[src/rtl/os_pe.sv]
// os_pe: output-stationary systolic PE; forwards operands east/south and accumulates their product locally.
module os_pe #(
    parameter int WIDTH = 32
) (
    input  logic             clk,
    input  logic             rstnPipe,
    input  logic             rstnPsum,
    input  logic [WIDTH-1:0] ipA,
    input  logic [WIDTH-1:0] ipB,
    output logic [WIDTH-1:0] opA,
    output logic [WIDTH-1:0] opB,
    output logic [WIDTH-1:0] opC
);
    logic [WIDTH-1:0] prod;

    // The product uses the live inputs, so a PE's MAC is not delayed behind its own forwarding registers.
    assign prod = ipA * ipB;

    always_ff @(posedge clk or posedge rstnPipe)
        if (rstnPipe) begin
            opA <= '0;
            opB <= '0;
        end else begin
            opA <= ipA;
            opB <= ipB;
        end

    always_ff @(posedge clk or posedge rstnPsum)
        if (rstnPsum) opC <= '0;
        else          opC <= opC + prod;
endmodule

[config.mk]
export PLATFORM = sky130hd
export DESIGN_NAME = os_pe
export DESIGN_NICKNAME = d
export VERILOG_FILES = /design/src/rtl/os_pe.sv
export SDC_FILE = /design/constraint.sdc
export NUM_CORES = 1
export LEC_CHECK = 0
export CAP_MARGIN = 30
export CORE_MARGIN = 2
export CORE_UTILIZATION = 30
export CTS_CLUSTER_DIAMETER = 40
export DETAILED_ROUTE_END_ITERATION = 12
export GPL_ROUTABILITY_DRIVEN = 0
export PLACE_DENSITY = 0.51
export SLEW_MARGIN = 20
export SYNTH_ARGS = -nofsm -noshare
export SYNTH_HDL_FRONTEND = slang
export SYNTH_SLANG_ARGS = --single-unit
[constraint.sdc]
create_clock -name clk -period 5.8 [get_ports clk]
set_input_delay 1.16 -clock clk [delete_from_list [all_inputs] [get_ports clk]]
set_output_delay 1.16 -clock clk [all_outputs]
set_load 0.005 [all_outputs]
### Yosys cells after proc, flatten, opt, wreduce, memory -nomap -nowiden

Index checks and enable logic that the tools add are counted.

* register bits after elaboration: 96
* input bits: 67
* output and inout bits: 96
* word-level logic and storage cells: 5

* add/subtract/negate cells: 1
* multipliers: 1

Operator list (number)
* $add A32 B32 Y32: 1
* $mul A32 B32 Y32: 1

### Depth between registers and ports, before layout

Gate-level depths: netlist (run 1).

* word-level depth: 2
* gate-level depth with buffers: 29
* depth with buffers taken out: 27

### Worst setup path before layout (run 1)

No wires, ideal clock.

* path kind: input to register
* from: input ipB[3]
* to: register opC[30]
* arrival time: 7652 ps
* data required time: 5677 ps
* slack: -1975 ps
* stages on the path: 27
* path buffers: 2
* cell sequence: clkbuf_1 clkbuf_1 and2_1 fa_1 fa_1 fa_1 inv_1 fa_1 inv_1 fa_1 inv_1 fa_1 inv_1 fa_1 inv_1 fa_1 inv_1 ha_1 and2_4 nand3_2 or2_1 a2111oi_4 o211a_1 o211ai_2 o2111ai_1 a21oi_1 xnor2_1

* word-level cells in the longest chain between the ends: 2

Ends and longest elaborated chain
* start, declared: RTL line 9 `input logic [WIDTH-1:0] ipB,`
* $mul A32 B32 Y32: RTL line 17 `assign prod = ipA * ipB;`
* $add A32 B32 Y32: RTL line 30 `else opC <= opC + prod;`
* end signal, assigned: RTL line 30
* end, declared: RTL line 12 `output logic [WIDTH-1:0] opC`

No other way between the ends.

### Final worst setup path (run 1)

* from: input ipB[2]
* to: register opC[28]

Same word-level chain as after synthesis.

==> impl_results.md, run 1 <==
- Outcome: finished, violations left
- Failing checks: setup timing
- DR iter-0 viols: 797
- Post-Layout Cell Count: 3217
- Multi-input logic area: 0.0156 mm^2
- Vias in the first global route: roughly 16000
- Avg Vias per Cell: 4.44
- Die Ht: 257 um
- Detail Placement HPWL: roughly 53000 um
- Worst Hold Depth: 1
- Post-synth ARST share: 1.00
- Minimum clock period after layout: 7.28 ns
- GRT Residual Overflow: 0
- Minimum hold slack: 0.526 ns
- Starting density of the core: 0.304
- HP Class: reg -> reg
- Final-layout fill cell count: 6204
- Layout cells sized above 1: 0.255
- DP Worst Slack: -2.56 ns
- CP Launch Type: primary input
- Final instance area: around 0.026 mm^2
- H-tree Lvls: 3
- HP Start: opC[0]$_DFF_PP0_
- Top FF cell, synth: dfrtp_1
- CP Class: in -> reg
- Top cell by count, worst path: fa_1
- DP Area: roughly 0.024 mm^2
- Fin. Hold Viols: 0
- Crit path max fanout: 6
- Netlist cell types: 47
- Initial DRT Pass Iterations: 5
- Pins Over Slew Limit: 0
- #FFs+latches synth: 96
- Row cnt: 92
- Mux contribution to synthesized area: 0
- All-Layer GR Usage: 0.198
- Worst-Skew Late Latency: about 0.42 ns
- First-pass GRT wire length: 98500 um
- Detailed-route via count: 14300
- Cells on worst reg2reg path: 24
- Cells after synthesis: 1952
- Syn. warnings: 0
- Count leader, synth: inv_1
- Area contributors post-synth: fa_1, dfrtp_1, and2_1, inv_1, ha_1
- Yosys top cell area share: 0.455
- Area leader, netlist: fa_1
- Rel. slew slack: 0.591
- WHS Endpoint: opC[0]$_DFF_PP0_
- F_max: 0.137 GHz
- Synth Cell Area: roughly 0.019 mm^2
- Critical path endpoint category: flop
- Worst flop-to-flop path endpoint: opC[28]$_DFF_PP0_
- R2R setup slack: -0.86 ns
- Syn Area/Cell: 9.87 um^2
- Max-Cap Viols: 0
- Num CTS Buffers: 9
- Die width: 257 um
- RSZ-0062 raised after global routing: true
- Wirelength per Cell: 19.7 um
- CTS Hold Bufs: 0
- Initial antenna violation count: 4
- Simple-gate share of the synthesized area: 0.161
- Core area: 0.0633 mm^2
- Wirelength, routed: 63200 um
- Post-route ant nets: 0
- Clock tree sinks: between 90 and 100
- Number of synthesized flops with an enable pin: 0
- P&R area growth vs syn: 34.2%
- Setup Skew: just over 0.008 ns
- Synth Area in XOR/XNOR: 0.0404
- Placed cell count: 3141
- Worst path required time: about 6.1 ns
- Crit path DAT: approximately 7.6 ns
- Die area: 0.0663 mm^2
- Largest net degree at the start of global routing: 38
- CP max stage delay: 0.52 ns
- Post-synth top cells: inv_1, fa_1, and2_1
- Period utilization: 1.25
- Top-level I/O count: 163
- Main combinational cell family by area after synthesis: adder cells
- Origin of the critical flop-to-flop path: opC[18]$_DFF_PP0_
- Root Buffer: clkbuf_16
- Post-Synth Adder-Cell Area: 0.535
- Top delay family on crit path: adder cells
- Sequential share of the synthesized area: 0.125
- Clock-pin slew on the worst setup and hold paths: 0.09 ns
- Nets: approximately 3000
- Syn nets: about 2600
- Synth Area in Compound Gates: 0.0271
- Slowest CP cell: fa_1
- CTS tree: built
- Sequential standard cell area: 0.00240 mm^2
- Residual DRC count: 0
- Worst-margin pin slew: ~0.61 ns
- Endpoints failing setup: 23
- Clock Tree Buf Depth: 2
- CP Buf/Inv Count: 8
- Port bufs: between 150 and 200
- Final WS setup: -1.48 ns
[routing by layer]
metal  part of all wire  wire length, um  GRT usage  vias to the layer above
li1                   -                -          -                     6381
met1               0.45            28600      0.272                     7453
met2               0.47            29700      0.321                      373
met3              0.050             3130     0.0258                       67
met4              0.028             1790     0.0703                        2
met5            0.00017               11          0                        -
[metrics by stage]
stage          TNS [ns]   util
2_1_floorplan    -20.94      -
3_3_place_gp     -46.91  0.378
3_5_place_dp     -46.98  0.378
4_1_cts          -26.41  0.400
5_1_grt          -28.21  0.409
6_report         -23.93  0.409
[worst register-to-register path, cell delays in order, from the launching register on]
cell and delay [ns]:
dfrtp_1 0.48, fa_1 0.60, fa_1 0.44, fa_1 0.51
inv_1 0.05, fa_1 0.50, inv_2 0.04, fa_1 0.47
inv_1 0.05, fa_1 0.49, inv_2 0.04, fa_1 0.50
inv_2 0.05, fa_1 0.51, inv_2 0.06, ha_4 0.26
and2_4 0.13, nand3_2 0.07, or2_1 0.24, a2111oi_4 0.23
o211a_1 0.28, o211ai_4 0.14, o21bai_1 0.20, a21oi_2 0.08
xnor2_1 0.12
[placed cells by master, fill, tap and decap left out, types with 3 or more instances in the layout]
cell type / n
clkinv_8: 4
nor2_2: 4
a21oi_4: 3
buf_8: 16
a21oi_2: 14
nand3_1: 4
nor3_1: 3
buf_6: 53
nand2_2: 5
clkdlybuf4s15_2: 4
clkbuf_16: 10
o21a_1: 4
o21ai_2: 4
inv_2: 50
xnor2_2: 5
ha_4: 30
clkbuf_2: 6
inv_1: 432
a21oi_1: 6
ha_1: 92
and2_4: 43
fa_2: 45
xor2_1: 17
nand2_1: 165
dfrtp_1: 96
bufbuf_16: 3
and2_1: 323
fa_1: 393
a21o_1: 15
buf_2: 12
clkdlybuf4s50_1: 121
buf_4: 237
buf_12: 23
xnor2_1: 65
dlygate4sd2_1: 7
[cell families after synthesis]
| kind of cell | count (synthesis) |
|---|---|
| AO/OA/AOI/OAI | 69 |
| XOR/XNOR | 89 |
| adder cells (fa/ha/maj) | 562 |
| buffers and inverters | 568 |
| flip-flops | 96 |
| AND/OR/NAND/NOR | 568 |
[worst max-delay path by stage]
stage               startpoint                 to  cells after the start
global route            ipB[2]  opC[28]$_DFF_PP0_                     27
floorplan               ipB[3]  opC[30]$_DFF_PP0_                     27
CTS                     ipB[3]  opC[30]$_DFF_PP0_                     27
finish                  ipB[2]  opC[28]$_DFF_PP0_                     27
detailed placement     ipA[19]  opC[30]$_DFF_PP0_                     24
global placement        ipB[7]  opC[30]$_DFF_PP0_                     25
[state kept, by name, indices dropped and copies added, names as in the netlist]
name / flops
opB: 32
opA: 32
opC: 32
[area by class of cell]
type                       count  area share
antenna                        1   0.0000967
tap                          846      0.0409
clock inverter                 7     0.00363
inverter                     483      0.0701
sequential                    96      0.0929
timing repair buffer         487       0.180
clock buffer                   9     0.00871
multi-input combinational   1288       0.603
[repair_timing]
| action | in CTS | in global routing |
|---|---|---|
| pin swaps | 118 | 165 |
| resized for setup | 271 | 198 |
| setup endpoints to repair | 24 | 23 |
| setup buffers | 41 | 30 |
| gates cloned | 6 | 1 |
Power of run 1 is left out: the tool's default activity adds up to more than one toggle a clock period on the data nets, which glitch-free logic cannot reach.
==> run 2, diff against run 1 <==
--- a/config.mk
+++ b/config.mk
@@ -11,6 +11,7 @@
 export CTS_CLUSTER_DIAMETER = 40
 export DETAILED_ROUTE_END_ITERATION = 12
 export GPL_ROUTABILITY_DRIVEN = 0
+export GPL_TIMING_DRIVEN = 0
 export PLACE_DENSITY = 0.51
 export SLEW_MARGIN = 20
 export SYNTH_ARGS = -nofsm -noshare
==> run 2 against run 1 <==
  * The flow still finishes with violations (setup timing)
  * Critical path depth rose by 1
  * Cell count fell by 5.8%
  * Die area did not move
  * Global-route usage rose by 1.5 points
  * Wire length rose by 7.9%
  * Sequential cell count did not move
  * Maximum frequency fell by 6.0%
==> impl_results.md, run 2 (synthesis results as in run 1) <==
- Period utilization: 1.33
- Final core occ: 0.378
- Critical path endpoint category: flop
- RSZ-0062 raised after global routing: true
- Fin. Hold Viols: 0
- Most common cell after layout, fill and taps aside: inv_1
- CP max stage delay: 0.57 ns
- Wirelength per Cell: 22.5 um
- CP Class: in -> reg
- Worst-Skew Late Latency: between 0.4 and 0.5 ns
- Top flop regs: opA: 32 flops, opB: 32 flops, opC: 32 flops
- Post-Layout Cell Count: 3030
- Setup Skew: 0.0106 ns
- Avg Vias per Cell: 4.59
- Vias in the first global route: 15600
- Num CTS Buffers: 9
- Multi-input logic area: 0.0153 mm^2
- Starting density of the core: 0.304
- Detailed-route via count: ~14000
- Final WS setup: -1.94 ns
- Crit path DAT: slightly above 8 ns
- CTS tree: built
- GRT Residual Overflow: 0
- Row cnt: 92
- Clock-pin slew on the worst setup and hold paths: 0.09 ns
- Worst path required time: 6.13 ns
- Initial DRT Pass Iterations: 5
- Final-layout fill cell count: 6433
- Core area: 0.0633 mm^2
- Worst-margin pin slew: 0.749 ns
- Crit path max fanout: 4
- Outcome: finished, violations left
- Residual DRC count: 0
- Minimum clock period after layout: between 7 and 8 ns
- Slowest CP cell: fa_2
- Max-Cap Viols: 0
- Root Buffer: clkbuf_16
- Initial antenna violation count: 10
- CP Launch Type: primary input
- Pins Over Slew Limit: 0
- Clock Tree Buf Depth: 2
- Commonest non-fill, non-tap cells in the layout: inv_1, fa_1, and2_1, nand2_1, clkdlybuf4s50_1
- Sequential standard cell area: 0.00240 mm^2
- Worst setup path start: ipB[2]
- HP Class: reg -> reg
- Failing checks: setup timing
- P&R area growth vs syn: 24.1%
- Placed cell count: 2968
- Top-level I/O count: 163
- Die area: between 0.06 and 0.07 mm^2
- Endpoints failing setup: 23
- Wirelength, routed: 68200 um
- Origin of the critical flop-to-flop path: opC[18]$_DFF_PP0_
- Top cell by count, worst path: fa_1
- F_max: 0.129 GHz
- Largest net degree at the start of global routing: 37
- Detail Placement HPWL: between 50000 and 60000 um
- CTS Hold Bufs: 0
- Layout cells sized above 1: 0.136
- Nets: about 2800
- H-tree Lvls: 3
- Clock tree sinks: 96
- First-pass GRT wire length: 103000 um
- All-Layer GR Usage: 0.213
- Post-route ant nets: 0
- Port bufs: 162
- DR iter-0 viols: approximately 800
- Die Ht: 257 um
- Setup TNS: -27.60 ns
- Rel. slew slack: 0.501
- HP Start: opC[0]$_DFF_PP0_
- Die width: between 200 and 300 um
run 2: stage by stage:
stage / instance area, um^2 / hold WS [ns] / worst slack [ns]
3_5_place_dp: 22200 / 0.496 / -3.95
5_1_grt: 23900 / 0.560 / -2.09
2_1_floorplan: 19400 / 0.502 / -1.59
6_report: 23900 / 0.515 / -1.94
3_3_place_gp: 22100 / 0.495 / -4.02
4_1_cts: 23600 / 0.519 / -2.04
run 2: what timing repair did:
action,4_1_cts,5_1_grt
gates cloned,1,0
setup endpoints to repair,26,23
pin swaps,61,62
setup buffers,35,13
gates resized for setup,395,112
run 2: layout make-up:
class | instances | share of cell area
Multi-Input combinational cell | 1288 | 0.638
Sequential cell | 96 | 0.100
Timing Repair Buffer | 219 | 0.0884
Inverter | 483 | 0.0759
Tap cell | 846 | 0.0443
Buffer | 79 | 0.0397
Clock buffer | 9 | 0.00942
Clock inverter | 7 | 0.00319
Antenna cell | 3 | 0.000314
run 2: worst paths after layout:
| kind | endpoint | slack, ns | depth (start not counted) |
|---|---|---|---|
| setup / recovery | opC[31]$_DFF_PP0_ | -1.94 | 28 |
| hold / removal | opC[0]$_DFF_PP0_ | 0.52 | 1 |
| setup reg to reg | opC[31]$_DFF_PP0_ | -1.14 | 25 |
| hold reg to reg | opC[0]$_DFF_PP0_ | 0.52 | 1 |
| max in group asynchronous | opB[4]$_DFF_PP0_ | 4.16 | 3 |
| min in group asynchronous | opC[3]$_DFF_PP0_ | 1.07 | 2 |
run 2: layer usage:
layer  up-vias  wire (um)  global-route usage
li1       6012          -                   -
met1      7282      29400               0.286
met2       480      31500               0.343
met3       123       4100              0.0306
met4         2       3170              0.0938
met5         -         13                   0
run 2: worst max-delay path, delay by kind of cell:
family                   cells  cell delay, ns
AND/OR/NAND/NOR              3            0.45
AO/OA/AOI/OAI                4            0.93
XOR/XNOR                     1            0.14
adder cells (fa/ha/maj)      9            4.33
buffers and inverters       11            1.03
Power of run 2 is left out for the same reason.
